===== src/rtl/pb_led_sequencer_pkg.sv =====
// pb_led_pkg: shared types and constants for the LogiPi pushbutton/LED
// sequencer.
//   mode_e        : LED pattern mode, 2-bit encoding (also driven on MODE)
//   SPEED_MAX     : highest speed code; the next speed step wraps to 0
//   PWM_ON_THRESH : PWM count below which a dimmed LED is lit
//                   (used only when PB_LED_DIM_EN is defined)
//   div_last()    : last tick-divider count for a speed, i.e. (1<<speed)-1
package pb_led_pkg;

  typedef enum logic [1:0] {
    OFF    = 2'd0,
    MIRROR = 2'd1,
    BLINK  = 2'd2,
    ALT    = 2'd3
  } mode_e;

  localparam logic [1:0] SPEED_MAX     = 2'd2;
  localparam logic [3:0] PWM_ON_THRESH = 4'd4;

  function automatic logic [1:0] div_last(input logic [1:0] speed);
    case (speed)
      2'd0:    div_last = 2'd0;
      2'd1:    div_last = 2'd1;
      default: div_last = 2'd3;
    endcase
  endfunction

endpackage


===== src/rtl/pb_led_sequencer_debounce.sv =====
// pb_debounce: 2-flop synchroniser plus counter debounce for one
// active-low pushbutton.
//   CLK    : clock
//   RST_n  : asynchronous active-low reset
//   pb_n   : raw button pin, active low, asynchronous to CLK
//   level  : accepted (debounced) level, active high = pressed
//   press  : one-cycle pulse on each accepted released->pressed change
// Pin edge to press pulse is 2 + DB_CYCLES cycles.
module pb_debounce #(
  parameter int DB_CYCLES = 500000
) (
  input  logic CLK,
  input  logic RST_n,
  input  logic pb_n,
  output logic level,
  output logic press
);

  localparam int CW = (DB_CYCLES > 1) ? $clog2(DB_CYCLES) : 1;
  localparam logic [CW-1:0] CNT_LAST = CW'(DB_CYCLES - 1);

  logic          r_sync1, r_sync2;
  logic          r_level, r_press;
  logic [CW-1:0] r_cnt;
  logic          w_pressed;

  assign w_pressed = ~r_sync2;

  always_ff @(posedge CLK or negedge RST_n) begin
    if (!RST_n) begin
      r_sync1 <= 1'b1;
      r_sync2 <= 1'b1;
      r_level <= 1'b0;
      r_press <= 1'b0;
      r_cnt   <= '0;
    end else begin
      r_sync1 <= pb_n;
      r_sync2 <= r_sync1;
      r_press <= 1'b0;
      // Any cycle agreeing with the accepted level restarts the count, so
      // only an unbroken run of DB_CYCLES disagreeing cycles flips it.
      if (w_pressed == r_level) begin
        r_cnt <= '0;
      end else if (r_cnt == CNT_LAST) begin
        r_level <= w_pressed;
        r_press <= w_pressed;
        r_cnt   <= '0;
      end else begin
        r_cnt <= r_cnt + 1'b1;
      end
    end
  end

  assign level = r_level;
  assign press = r_press;

endmodule


===== src/rtl/pb_led_sequencer.sv =====
// pb_led_sequencer: debounces two pushbuttons and sequences two LEDs
// through OFF / MIRROR / BLINK / ALT patterns at three blink speeds.
//   CLK   : clock, rising edge
//   RST_n : asynchronous active-low reset
//   PB0_n : mode button, active low (press advances the mode)
//   PB1_n : speed button, active low (press steps speed in BLINK/ALT)
//   LED0  : LED 0, active high, registered
//   LED1  : LED 1, active high, registered
//   MODE  : current mode, registered
// Build option PB_LED_DIM_EN: lit BLINK/ALT LEDs run at 25% PWM duty.
module pb_led_sequencer
  import pb_led_pkg::*;
#(
  parameter int DB_CYCLES   = 500000,
  parameter int TICK_CYCLES = 12500000
) (
  input  logic       CLK,
  input  logic       RST_n,
  input  logic       PB0_n,
  input  logic       PB1_n,
  output logic       LED0,
  output logic       LED1,
  output logic [1:0] MODE
);

  localparam int TW = (TICK_CYCLES > 1) ? $clog2(TICK_CYCLES) : 1;
  localparam logic [TW-1:0] TICK_LAST = TW'(TICK_CYCLES - 1);

  logic          w_lvl0, w_lvl1, w_prs0, w_prs1;
  mode_e         r_mode, w_mode_nxt;
  logic [1:0]    r_speed, w_speed_nxt;
  logic          w_clr;
  logic [TW-1:0] r_tick_cnt;
  logic          w_tick;
  logic [1:0]    r_div;
  logic          r_phase;
  logic          r_led0, r_led1;
  logic          w_on;

  pb_debounce #(.DB_CYCLES(DB_CYCLES)) u_db0 (
    .CLK(CLK), .RST_n(RST_n), .pb_n(PB0_n), .level(w_lvl0), .press(w_prs0)
  );

  pb_debounce #(.DB_CYCLES(DB_CYCLES)) u_db1 (
    .CLK(CLK), .RST_n(RST_n), .pb_n(PB1_n), .level(w_lvl1), .press(w_prs1)
  );

  // Mode/speed state register
  always_ff @(posedge CLK or negedge RST_n) begin
    if (!RST_n) begin
      r_mode  <= OFF;
      r_speed <= 2'd0;
    end else begin
      r_mode  <= w_mode_nxt;
      r_speed <= w_speed_nxt;
    end
  end

  // Mode press wins over a same-cycle speed press. Every mode or speed
  // change restarts the blink timebase so the new pattern starts clean.
  always_comb begin
    w_mode_nxt  = r_mode;
    w_speed_nxt = r_speed;
    w_clr       = 1'b0;
    if (w_prs0) begin
      w_clr = 1'b1;
      case (r_mode)
        OFF:     w_mode_nxt = MIRROR;
        MIRROR:  w_mode_nxt = BLINK;
        BLINK:   w_mode_nxt = ALT;
        default: w_mode_nxt = OFF;
      endcase
    end else if (w_prs1 && (r_mode == BLINK || r_mode == ALT)) begin
      w_clr       = 1'b1;
      w_speed_nxt = (r_speed == SPEED_MAX) ? 2'd0 : r_speed + 2'd1;
    end
  end

  assign w_tick = (r_tick_cnt == TICK_LAST);

  // Base tick, divider by 2^speed, and blink phase
  always_ff @(posedge CLK or negedge RST_n) begin
    if (!RST_n) begin
      r_tick_cnt <= '0;
      r_div      <= 2'd0;
      r_phase    <= 1'b0;
    end else if (w_clr) begin
      r_tick_cnt <= '0;
      r_div      <= 2'd0;
      r_phase    <= 1'b0;
    end else begin
      r_tick_cnt <= w_tick ? '0 : r_tick_cnt + 1'b1;
      if (w_tick) begin
        if (r_div == div_last(r_speed)) begin
          r_div   <= 2'd0;
          r_phase <= ~r_phase;
        end else begin
          r_div <= r_div + 2'd1;
        end
      end
    end
  end

`ifdef PB_LED_DIM_EN
  logic [3:0] r_pwm;

  always_ff @(posedge CLK or negedge RST_n) begin
    if (!RST_n) r_pwm <= 4'd0;
    else        r_pwm <= r_pwm + 4'd1;
  end

  assign w_on = (r_pwm < PWM_ON_THRESH);
`else
  assign w_on = 1'b1;
`endif

  // LED pattern register
  always_ff @(posedge CLK or negedge RST_n) begin
    if (!RST_n) begin
      r_led0 <= 1'b0;
      r_led1 <= 1'b0;
    end else begin
      case (r_mode)
        MIRROR: begin
          r_led0 <= w_lvl0;
          r_led1 <= w_lvl1;
        end
        BLINK: begin
          r_led0 <= r_phase & w_on;
          r_led1 <= r_phase & w_on;
        end
        ALT: begin
          r_led0 <= r_phase & w_on;
          r_led1 <= ~r_phase & w_on;
        end
        default: begin
          r_led0 <= 1'b0;
          r_led1 <= 1'b0;
        end
      endcase
    end
  end

  assign LED0 = r_led0;
  assign LED1 = r_led1;
  assign MODE = r_mode;

endmodule


===== config.mk =====
export PLATFORM = sky130hd
export DESIGN_NAME = pb_led_sequencer
export DESIGN_NICKNAME = d
export VERILOG_FILES = /design/src/rtl/pb_led_sequencer_pkg.sv /design/src/rtl/pb_led_sequencer_debounce.sv /design/src/rtl/pb_led_sequencer.sv
export SDC_FILE = /design/constraint.sdc
export NUM_CORES = 1
export LEC_CHECK = 0
export BUFFER_PORTS_ARGS = -buffer_cell sky130_fd_sc_hd__buf_2
export CAP_MARGIN = 20
export CORE_UTILIZATION = 45
export CTS_CLUSTER_SIZE = 12
export DETAILED_ROUTE_END_ITERATION = 10
export GPL_TIMING_DRIVEN = 0
export PLACE_DENSITY = 0.73
export REMOVE_ABC_BUFFERS = 1
export SKIP_CTS_REPAIR_TIMING = 1
export SYNTH_ARGS = -nofsm -noshare
export SYNTH_HDL_FRONTEND = slang
export SYNTH_SLANG_ARGS = --single-unit

===== constraint.sdc =====
create_clock -name CLK -period 2 [get_ports CLK]
set_clock_uncertainty 0.05 [all_clocks]
set_input_delay 0.3 -clock CLK [delete_from_list [all_inputs] [get_ports CLK]]
set_output_delay 0.3 -clock CLK [all_outputs]
set_load 0.005 [all_outputs]

# --- Word level (Yosys, flattened, before mapping) ---
# Cells that the tools add are included.
word_totals:
  register_bits: 79
  input_bits: 4
op_classes:
  n_eq_ne: 11
  mux: 25
  n_bitwise: 6
  reduce_logical: 11
  add_sub_neg: 5
ops:
  columns: ["op", "n"]
  rows:
  - ["$mux 19", 4]
  - ["$mux 24", 2]
  - ["$add 19x1->19 const B", 2]
  - ["$eq 19x19->1 const B", 2]
  - ["$add 24x1->24 const B", 1]
  - ["$eq 24x24->1 const B", 1]
  - ["$mux 2", 6]
  - ["$mux 1", 9]
  - ["$reduce_and 2->1", 4]
  - ["$eq 2x2->1 const B", 3]
  - ["$not 1->1", 6]
  - ["$pmux 2 s3", 1]
  - ["$add 2x1->2 const B", 2]
  - ["$eq 2x1->1 const B", 2]
  - ["$logic_not 2->1", 2]
  - ["$pmux 2 s2", 1]
  - ["$reduce_bool 2->1", 2]
  - ["$pmux 1 s3", 1]
  - ["$eq 1x1->1", 2]
  - ["$eq 2x2->1", 1]
  - ["$pmux 1 s2", 1]
  - ["$reduce_or 2->1", 1]
  - ["$logic_and 1x1->1", 1]
  - ["$logic_or 1x1->1", 1]

# --- Depth between registers and ports, before layout ---
# Gate-level depths: netlist of the first run.
depth:
  ltp_word: 10
  ltp_mapped: 7
  depth_no_buf: 6

# --- Modules after synthesis ---
# From an unflattened synthesis of the first run, not the netlist that was laid out.
unflattened:
  cells_unflattened: 397
  hier_area_um2: 3985.1
modules_own_cells:
  columns: ["mod", "area_per_inst_um2", "cells_each", "n_inst", "seq_area_each_um2"]
  rows:
  - ["pb_led_sequencer", 1730.4, 180, 1, 825.8]
  - ["pb_debounce at u_db1", 1141.1, 106, 1, 578.1]
  - ["pb_debounce at u_db0", 1113.6, 111, 1, 578.1]

# --- Least setup slack after synthesis of the first run ---
# No wires, ideal clock.
synth_path:
  path_type: "reg2reg"
  startpoint: "register r_tick_cnt[0]"
  endpoint: "register r_phase"
  synth_period_minus_slack_ns: 1.958
  path_slack_ns: 0.042
  arrival_ns: 1.830
  path_stages_with_launch: 6
  cell_sequence: "dfrtp_1 ha_1 nand4_2 or4_4 or4_1 a21oi_1"
synth_via:
  elab_chain_len: 3
synth_lines:
  columns: ["element", "line", "source"]
  rows:
  - ["from (decl)", "pb_led_sequencer.sv:33", "logic [TW-1:0] r_tick_cnt;"]
  - ["from (signal assigned)", "pb_led_sequencer.sv:92", "r_tick_cnt <= w_tick ? '0 : r_tick_cnt + 1'b1;"]
  - ["$eq 24x24->1", "pb_led_sequencer.sv:79", "assign w_tick = (r_tick_cnt == TICK_LAST);"]
  - ["$reduce_bool 2->1 (no source line)", null, null]
  - ["$reduce_and 2->1 (no source line)", null, null]
  - ["to (signal assigned)", "pb_led_sequencer.sv:96", "r_phase <= ~r_phase;"]
  - ["to (decl)", "pb_led_sequencer.sv:36", "logic r_phase;"]
# No other way between the ends.
# A chain may end at the register's enable or synchronous reset.

# --- Worst setup path after layout of the first run ---
layout_path:
  startpoint: "register r_tick_cnt[16]"
  endpoint: "register r_div[1]"
layout_via:
  elab_chain_len: 2
layout_lines:
  columns: ["element", "line", "source"]
  rows:
  - ["$eq 24x24->1", "pb_led_sequencer.sv:79", null]
  - ["$reduce_bool 2->1 (no source line)", null, null]
  - ["to (signal assigned)", "pb_led_sequencer.sv:98", "r_div <= r_div + 2'd1;"]
  - ["to (decl)", "pb_led_sequencer.sv:35", "logic [1:0] r_div;"]
# No other way between the ends.

==> flow_summary.ini, run 1 <==
[timing]
fin_crit_sh_pct = 101
tightest_slew_ns = 0.529
slew_headroom_pct = 64.4
rsz0062_at_grt = true
min_period_ns = 2.03
slew_violations = 0
max_clock_freq_mhz = 493
fin_setup_tns_ns = -0.0276
setup_viol = 1
hold_violations = 0
setup_slack_ns = -0.0276

[routing]
wl_um = 7860
dr_wl_met2_um = 3840
top_layer_used = met4
viasPerCell = 5.70
ant_nets = 0
wl_met1_um = 3750
drtIter0Drc = 171
drc = 0
met3WireLength_um = 200
vias = 3043
wl_per_cell_um = 14.7
dr.pass1.iters = 5

[setup_path]
worstSetupPathType = register to register
crit_top_cell = or4_4
critPathMaxFanout = 6
end_kind = register
critical_path.startpoint = r_tick_cnt[16]$_DFF_PN0_
crit_required_ns = 2.24
critPathBufInv = 0
timing.rr.start = r_tick_cnt[16]$_DFF_PN0_
path_delay_family = simple AND/OR/NAND/NOR gates
cp.arrival_ns = 2.26
start_kind = register
slowest_stage = or4_4
max_stage_delay_ns = 0.58
cp_cell_sequence = or2_4 > or4_4 > or4_4 > a21oi_2

[power_and_ir_drop]
leakage_nw = 1.79
combPwrFrac_pct = 3.3
switchingPower_mw = 0.660
report.power.total_mw = 2.92
p_seq_share_pct = 55.8
power.density_mw_per_mm2 = 646
ir_drop_uv = 432
p_int_mw = 2.26
switching_share_pct = 22.6
power.share.clock_pct = 41.0

[die]
die_area_mm2 = 0.00908
num_rows = 33
ios = 8
die_y_um = 95.3
initial_core_util_pct = 47.2
core_mm2 = 0.00830
dieWidth_um = 95.3

[outcome]
failed_checks = setup timing
status = finished, violations left

[place]
dpl-instance-area_mm2 = 0.00406
dpl_worst_slack_ns = -0.268
dp_hpwl_um = 4970
gp_congestion = 0.868
dpl.cell_count = 498
io_buffers = 7

[synth]
synth_area_leaders = dfrtp_1 48%, xnor2_1 4.9%, nor2_1 4.6%
ys_seq_area_share_pct = 50.6
synth-warning-count = 0
synth_top_cell_area_share_pct = 47.9
synth_edf_count = 0
avgSynthCellArea_um2 = 9.86
synth_most_common_cell = dfrtp_1
synth-seq-cells = 79
async_flop_share_pct = 100
synth_cell_types = 44
synth_flop_cell = dfrtp_1
synth_top_area_cell = dfrtp_1
synth_common_cells = 75 x dfrtp_1, 48 x nor2_1, 25 x nand2_1
synthCells = 397
netlist_area_mm2 = 0.00392

[final_layout]
antenna_cells = 0
fin_cells = 534
drive_gt1_share_pct = 17.0
fin_area_mm2 = 0.00452
area_delta_synth_final_pct = 15.5
nets = 435

[clocking]
cts_buffers = 9
htreeDepth = 3
path_clk_slew_ns = 0.09
cts_root_buffer = clkbuf_8
clock_latency_ns = 0.35
cts_tree = yes
clock-sinks = 79
clk_path_buf_depth = 2

[global_route]
grt_pass1_wl_um = 13000
grt_overflow_total = 0
antenna_found_initial = 0
grt_max_degree = 63
grtUsageTotal_pct = 18.3
first_global_vias = 2816

[job]
drv_cap = 0

[min_path]
worstHoldPathType = input port to async pin
[cells by family (layout without fill, tap and decap cells)]
logic type / Yosys count / after routing / share of synthesized area, %
buffers and inverters: 24 / 56 / 2.49
DFF: 79 / 79 / 50.6
muxes: 2 / 2 / 0.543
adders and majority gates: 7 / 7 / 2.24
AOI/OAI and AO/OA: 61 / 61 / 9.78
and+or+nand+nor: 184 / 184 / 25.4
xor gates and xnor gates: 40 / 40 / 8.95
[metal layers]
metal	up-vias	global-route usage, %
li1	1493	-
met1	1497	24.7
met2	45	28.9
met3	8	4.47
met4	0	6.31
met5	-	0
[final cells by class]
class                           count  area [µm²]
Clock buffer                       11         141
Clock inverter                      5        57.6
Fill cell                         713        3780
Inverter                           12        45.0
Multi-Input combinational cell    294        1910
Sequential cell                    79        1990
Tap cell                          105         131
Timing Repair Buffer               28         248
[path summary, 6_finish.rpt]
| check | to | cells after the start | slack (ns) |
|---|---|---|---|
| worst min register to register | u_db0.r_sync2$_DFF_PN1_ | 0 | 0.31 |
| worst max register to register | r_div[1]$_DFFE_PN0P_ | 4 | -0.03 |
| worst max-delay path | r_div[1]$_DFFE_PN0P_ | 4 | -0.03 |
| max in group asynchronous | u_db0.r_sync2$_DFF_PN1_ | 3 | 0.96 |
| min in group CLK | u_db0.r_sync2$_DFF_PN1_ | 0 | 0.31 |
| worst min-delay path | r_tick_cnt[18]$_DFF_PN0_ | 2 | 0.31 |
[power groups by stage]
stage	registers, mW	logic (mW)	clock network [mW]
2_1_floorplan	1.65	0.0281	0
3_3_place_gp	1.66	0.0690	0
3_5_place_dp	1.66	0.0783	0
4_1_cts	1.63	0.0783	1.23
5_1_grt	1.63	0.110	1.29
6_report	1.63	0.0954	1.20
[flip-flops by register name (all words and copies together) (netlist names)]
| signal | flops |
|---|---|
| u_db0.level | 1 |
| u_db1.level | 1 |
| MODE | 2 |
| r_speed | 2 |
| u_db1.r_cnt | 19 |
| r_tick_cnt | 24 |
| LED0 | 1 |
| u_db0.r_sync2 | 1 |
| LED1 | 1 |
| u_db1.r_sync1 | 1 |
| r_div | 2 |
| u_db1.press | 1 |
| u_db0.press | 1 |
| u_db0.r_sync1 | 1 |
| r_phase | 1 |
| u_db1.r_sync2 | 1 |
| u_db0.r_cnt | 19 |
[cells in the final DEF (no fill, tap or decap), drive strengths merged, types with 2 or more instances in the layout]
cell type    Yosys  layout
or4             11      11
nor2            48      48
dfstp            4       4
and4             7       7
nor4            13      13
xnor2           22      22
or2              4       4
o31ai           13      13
xor2            18      18
nand2           25      25
clkinvlp         0       3
buf              5      25
nand3           23      23
nor4bb           2       2
inv             12      12
a21oi           23      23
dfrtp           75      75
and3             4       4
o21ai           19      19
nor3             6       6
or4b             2       2
nand4           21      21
or3             14      14
clkbuf           7      11
dlygate4sd3      0       3
ha               7       7
[through the flow]
stage	hold slack [ns]	utilization, %
3_5_place_dp	0.143	48.9
3_3_place_gp	0.297	48.5
4_1_cts	-0.237	51.3
2_1_floorplan	-0.0456	-
5_1_grt	0.313	54.5
6_report	0.309	54.5
No activity file was read; power rests on OpenSTA's default activity.
==> run 2: changes to the inputs <==
--- a/config.mk
+++ b/config.mk
@@ -12,6 +12,7 @@
 export DETAILED_ROUTE_END_ITERATION = 10
 export GPL_TIMING_DRIVEN = 0
 export PLACE_DENSITY = 0.73
+export RECOVER_POWER = 25
 export REMOVE_ABC_BUFFERS = 1
 export SKIP_CTS_REPAIR_TIMING = 1
 export SYNTH_ARGS = -nofsm -noshare
==> run 2 against run 1 <==
  * The flow still finishes with violations (setup timing)
  * Non-clock buffer count is the same
  * Sequential cell count unchanged
  * Combinational power down 1%
  * Count of clock-buffer cells in the layout unchanged
  * Cell area hardly changed
  * Sequential power about the same
  * Global-route usage unchanged
  * First-iteration DRC count is the same
  * Hold slack about the same
  * Clock power about the same
  * Fmax hardly changed
  * Critical endpoint unchanged
  * Largest cell class unchanged
  * Largest power group unchanged
==> flow_summary.ini, run 2 (synthesis gave the netlist of run 1 again) <==
[outcome]
status = finished, violations left
failed_checks = setup timing

[timing]
setup_slack_ns = -0.0277
fin_crit_sh_pct = 101
max_clock_freq_mhz = 493
setup_viol = 1
slew_violations = 0
rsz0062_at_grt = true
hold_violations = 0
slew_headroom_pct = 25.0
tightest_slew_ns = 1.13
fin_setup_tns_ns = -0.0277
min_period_ns = 2.03

[routing]
vias = 3032
drc = 0
viasPerCell = 5.68
wl_um = 7850
wl_per_cell_um = 14.7
dr.pass1.iters = 5
drtIter0Drc = 171
ant_nets = 0

[die]
die_area_mm2 = 0.00908
core_mm2 = 0.00830
initial_core_util_pct = 47.2
num_rows = 33
ios = 8
dieWidth_um = 95.3
die_y_um = 95.3

[power_and_ir_drop]
switchingPower_mw = 0.660
report.power.total_mw = 2.92
combPwrFrac_pct = 3.2
p_seq_share_pct = 55.8
ir_drop_uv = 432
switching_share_pct = 22.6
power.density_mw_per_mm2 = 646
power.share.clock_pct = 41.0
leakage_nw = 1.78
p_int_mw = 2.26

[global_route]
grt_pass1_wl_um = 13000
first_global_vias = 2816
grt_max_degree = 63
grt_overflow_total = 0
grtUsageTotal_pct = 18.3
antenna_found_initial = 0

[final_layout]
fin_cells = 534
seqCellArea_mm2 = 0.00199
drive_gt1_share_pct = 16.8
top_regs = r_tick_cnt: 24 flops, u_db0.r_cnt: 19 flops, u_db1.r_cnt: 19 flops
fill_cells = 713
antenna_cells = 0
area_delta_synth_final_pct = 15.4
nets = 435
final_common_cell = dfrtp_1
top_register = r_tick_cnt
multi_input_area_mm2 = 0.00191
final_cell_mix = 72 x dfrtp_1, 48 x nor2_1, 25 x nand2_1, 23 x nand3_1, 22 x xnor2_1
largest_reg_flops = 24

[place]
gp_congestion = 0.868
dpl.cell_count = 498
io_buffers = 7
dp_hpwl_um = 4970
dpl_worst_slack_ns = -0.268

[setup_path]
worstSetupPathType = register to register
regToRegEndpoint = r_div[1]$_DFFE_PN0P_
cp.arrival_ns = 2.26
start_kind = register
crit_required_ns = 2.24
rr_worst_depth = 4
end_kind = register
critPathMaxFanout = 6
regToRegSetupSlack_ns = -0.03
timing.rr.start = r_tick_cnt[16]$_DFF_PN0_

[min_path]
hold_start = u_db0.r_sync1$_DFF_PN1_
holdPathEnd = u_db0.r_sync2$_DFF_PN1_
worstHoldPathType = register to register
hold_depth = 0

[clocking]
htreeDepth = 3
cts_root_buffer = clkbuf_8
clock_latency_ns = 0.35
cts_buffers = 9
path_clk_slew_ns = 0.09
clock-sinks = 79
clk_path_buf_depth = 2
cts_tree = yes

[job]
drv_cap = 0
run 2: cell count changes in the layout (fill, tap and decap cells not counted):
cell      before  now
buf_4         16   15
clkbuf_1       1    2
run 2: area by class of cell:
class                   instances  share of cell area, %
flip-flops and latches         79                   43.9
multi-input cells             294                   42.3
repair buffers                 28                   5.40
clock buffers                  11                   3.13
well taps                     105                   2.91
clock inverters                 5                   1.27
inverters                      12                  0.997
run 2: worst max path at each step:
stage	startpoint	end	slack, ns
after floorplan	r_tick_cnt[0]$_DFF_PN0_	r_phase$_DFFE_PN0P_	0.04
after global placement	u_db1.r_cnt[0]$_DFF_PN0_	u_db1.r_cnt[7]$_DFF_PN0_	-0.20
after detailed placement	u_db1.r_cnt[0]$_DFF_PN0_	u_db1.r_cnt[14]$_DFF_PN0_	-0.27
after CTS	u_db1.r_cnt[0]$_DFF_PN0_	u_db1.r_cnt[14]$_DFF_PN0_	-0.28
after global routing	r_tick_cnt[16]$_DFF_PN0_	r_div[1]$_DFFE_PN0P_	-0.07
final	r_tick_cnt[16]$_DFF_PN0_	r_div[1]$_DFFE_PN0P_	-0.03
run 2: through the flow:
stage	area, µm²	hold slack (ns)	utilization, %
final	4520	0.309	54.4
after global routing	4520	0.313	54.4
after CTS	4260	-0.237	51.3
after detailed placement	4060	0.143	48.9
after global placement	4030	0.297	48.5
after floorplan	3860	-0.0456	-
run 2: power groups by stage:
stage	Combinational [mW]	Clock, mW	Sequential, mW
global placement	0.0690	0	1.66
detailed placement	0.0783	0	1.66
finish	0.0944	1.20	1.63
floorplan	0.0281	0	1.65
global route	0.109	1.29	1.63
CTS	0.0783	1.23	1.63
run 2: critical path: stages (launching register included):
cell and delay (ns):
dfrtp_2 0.45, or2_4 0.25, or4_4 0.58, or4_4 0.50, a21oi_2 0.13
run 2: routing by layer:
layer  vias up  global-route usage, %  part of all wire [%]
met3         6                   4.47                   2.6
met5         -                      0                     0
li1       1492                      -                     -
met4         0                   6.31                  0.78
met1      1490                   24.7                    48
met2        44                   28.9                    49
==> run 3: changes to the inputs <==
--- a/config.mk
+++ b/config.mk
@@ -7,6 +7,7 @@
 export LEC_CHECK = 0
 export BUFFER_PORTS_ARGS = -buffer_cell sky130_fd_sc_hd__buf_2
 export CAP_MARGIN = 20
+export CORE_MARGIN = 3
 export CORE_UTILIZATION = 45
 export CTS_CLUSTER_SIZE = 12
 export DETAILED_ROUTE_END_ITERATION = 10
==> run 3 against run 2 <==
  * The flow still finishes with violations (setup timing)
  * Cell count did not move
  * Worst setup slack got worse by 0.036 ns
  * Via count rose by 0.33%
  * Register-to-register slack got worse by 0.04 ns
  * Critical path depth did not move
  * Sequential share of layout area rose by 0.058 points
  * Utilization fell by 0.37 points
  * Critical path type unchanged
==> flow_summary.ini, run 3 (synthesis gave the netlist of run 1 again) <==
[outcome]
status = finished, violations left
failed_checks = setup timing

[global_route]
grt_max_degree = 60
antenna_found_initial = 0
first_global_vias = 2920
grt_pass1_wl_um = 13400
grt_overflow_total = 0
grtUsageTotal_pct = 16.4

[final_layout]
area_delta_synth_final_pct = 15.2
largest_reg_flops = 24
final_cell_mix = 73 x dfrtp_1, 48 x nor2_1, 25 x nand2_1, 22 x nand3_1, 22 x xnor2_1
fill_cells = 743
drive_gt1_share_pct = 16.6
seqCellArea_mm2 = 0.00198
utilization_pct = 54.1
multi_input_area_mm2 = 0.00192
final_common_cell = dfrtp_1
nets = 435
fin_cells = 534
top_regs = r_tick_cnt: 24 flops, u_db0.r_cnt: 19 flops, u_db1.r_cnt: 19 flops
antenna_cells = 0
top_register = r_tick_cnt

[setup_path]
path_delay_family = simple AND/OR/NAND/NOR gates
end_kind = register
crit_top_cell = or4_4
worstSetupPathType = register to register
cp.arrival_ns = 2.29
slowest_stage = or4_4
critPathBufInv = 0
cp_cell_sequence = or2_4 > or4_4 > or4_4 > a21oi_2
start_kind = register
max_stage_delay_ns = 0.58
critPathMaxFanout = 5
crit_required_ns = 2.23

[place]
dpl.cell_count = 498
dpl_worst_slack_ns = -0.233
dp_hpwl_um = 5130
io_buffers = 7
gp_congestion = 0.780

[clocking]
clock-sinks = 79
cts_root_buffer = clkbuf_8
cts_buffers = 9
path_clk_slew_ns = 0.08
cts_tree = yes
clk_path_buf_depth = 2
clock_latency_ns = 0.34
htreeDepth = 3

[die]
initial_core_util_pct = 46.9
ios = 8
core_mm2 = 0.00834
die_area_mm2 = 0.00986
dieWidth_um = 99.3
die_y_um = 99.3
num_rows = 33

[timing]
slew_violations = 0
min_period_ns = 2.06
fin_crit_sh_pct = 103
slew_headroom_pct = 16.7
max_clock_freq_mhz = 485
tightest_slew_ns = 1.25
setup_slack_ns = -0.0634
hold_violations = 0
setup_viol = 1
rsz0062_at_grt = true

[power_and_ir_drop]
p_seq_share_pct = 56.9
power.share.clock_pct = 40.0
leakage_nw = 1.78
switchingPower_mw = 0.626
combPwrFrac_pct = 3.0
p_int_mw = 2.23
switching_share_pct = 21.9
ir_drop_uv = 330
power.density_mw_per_mm2 = 634

[routing]
ant_nets = 0
drtIter0Drc = 193
wl_per_cell_um = 14.6
dr.pass1.iters = 5
drc = 0
viasPerCell = 5.70
wl_um = 7780
vias = 3042

[min_path]
worstHoldPathType = register to register

[job]
drv_cap = 0
[run 3: worst paths after layout]
path | startpoint | to | slack, ns | depth (start not counted)
max | r_tick_cnt[9]$_DFF_PN0_ | r_div[1]$_DFFE_PN0P_ | -0.06 | 4
min | u_db0.r_sync1$_DFF_PN1_ | u_db0.r_sync2$_DFF_PN1_ | 0.31 | 0
max reg2reg | r_tick_cnt[9]$_DFF_PN0_ | r_div[1]$_DFFE_PN0P_ | -0.06 | 4
min reg2reg | u_db0.r_sync1$_DFF_PN1_ | u_db0.r_sync2$_DFF_PN1_ | 0.31 | 0
max in group asynchronous | RST_n | u_db0.r_sync2$_DFF_PN1_ | 0.27 | 3
min in group asynchronous | RST_n | r_tick_cnt[13]$_DFF_PN0_ | 0.69 | 2
[run 3: layout make-up]
cell class	count	area share, %
flip-flops and latches	79	44.0
multi-input cells	294	42.6
repair buffers	28	5.13
clock buffers	14	4.05
well taps	105	2.91
inverters	12	0.999
clock inverters	2	0.277
[run 3: power by group through the flow]
stage               registers [mW]  clock network (mW)  logic [mW]
floorplan                     1.65                   0      0.0281
global placement              1.66                   0      0.0688
detailed placement            1.66                   0      0.0783
CTS                           1.63                1.18      0.0785
global route                  1.63                1.24       0.100
finish                        1.63                1.14      0.0860
[run 3: per-layer routing]
metal | GRT usage [%] | up-vias | routed length (µm)
li1 | - | 1493 | -
met1 | 21.2 | 1484 | 3530
met2 | 27.8 | 51 | 3890
met3 | 4.07 | 14 | 267
met4 | 3.89 | 0 | 87
met5 | 0 | - | 0
[run 3: through the flow]
step	TNS, ns	hold WS, ns	power [mW]	instance area (µm²)
6_report	-0.0634	0.308	2.86	4510
5_1_grt	-0.155	0.310	2.97	4510
4_1_cts	-12.69	-0.218	2.89	4250
3_5_place_dp	-11.45	0.161	1.74	4060
3_3_place_gp	-9.87	0.296	1.73	4030
2_1_floorplan	0	-0.0456	1.68	3860
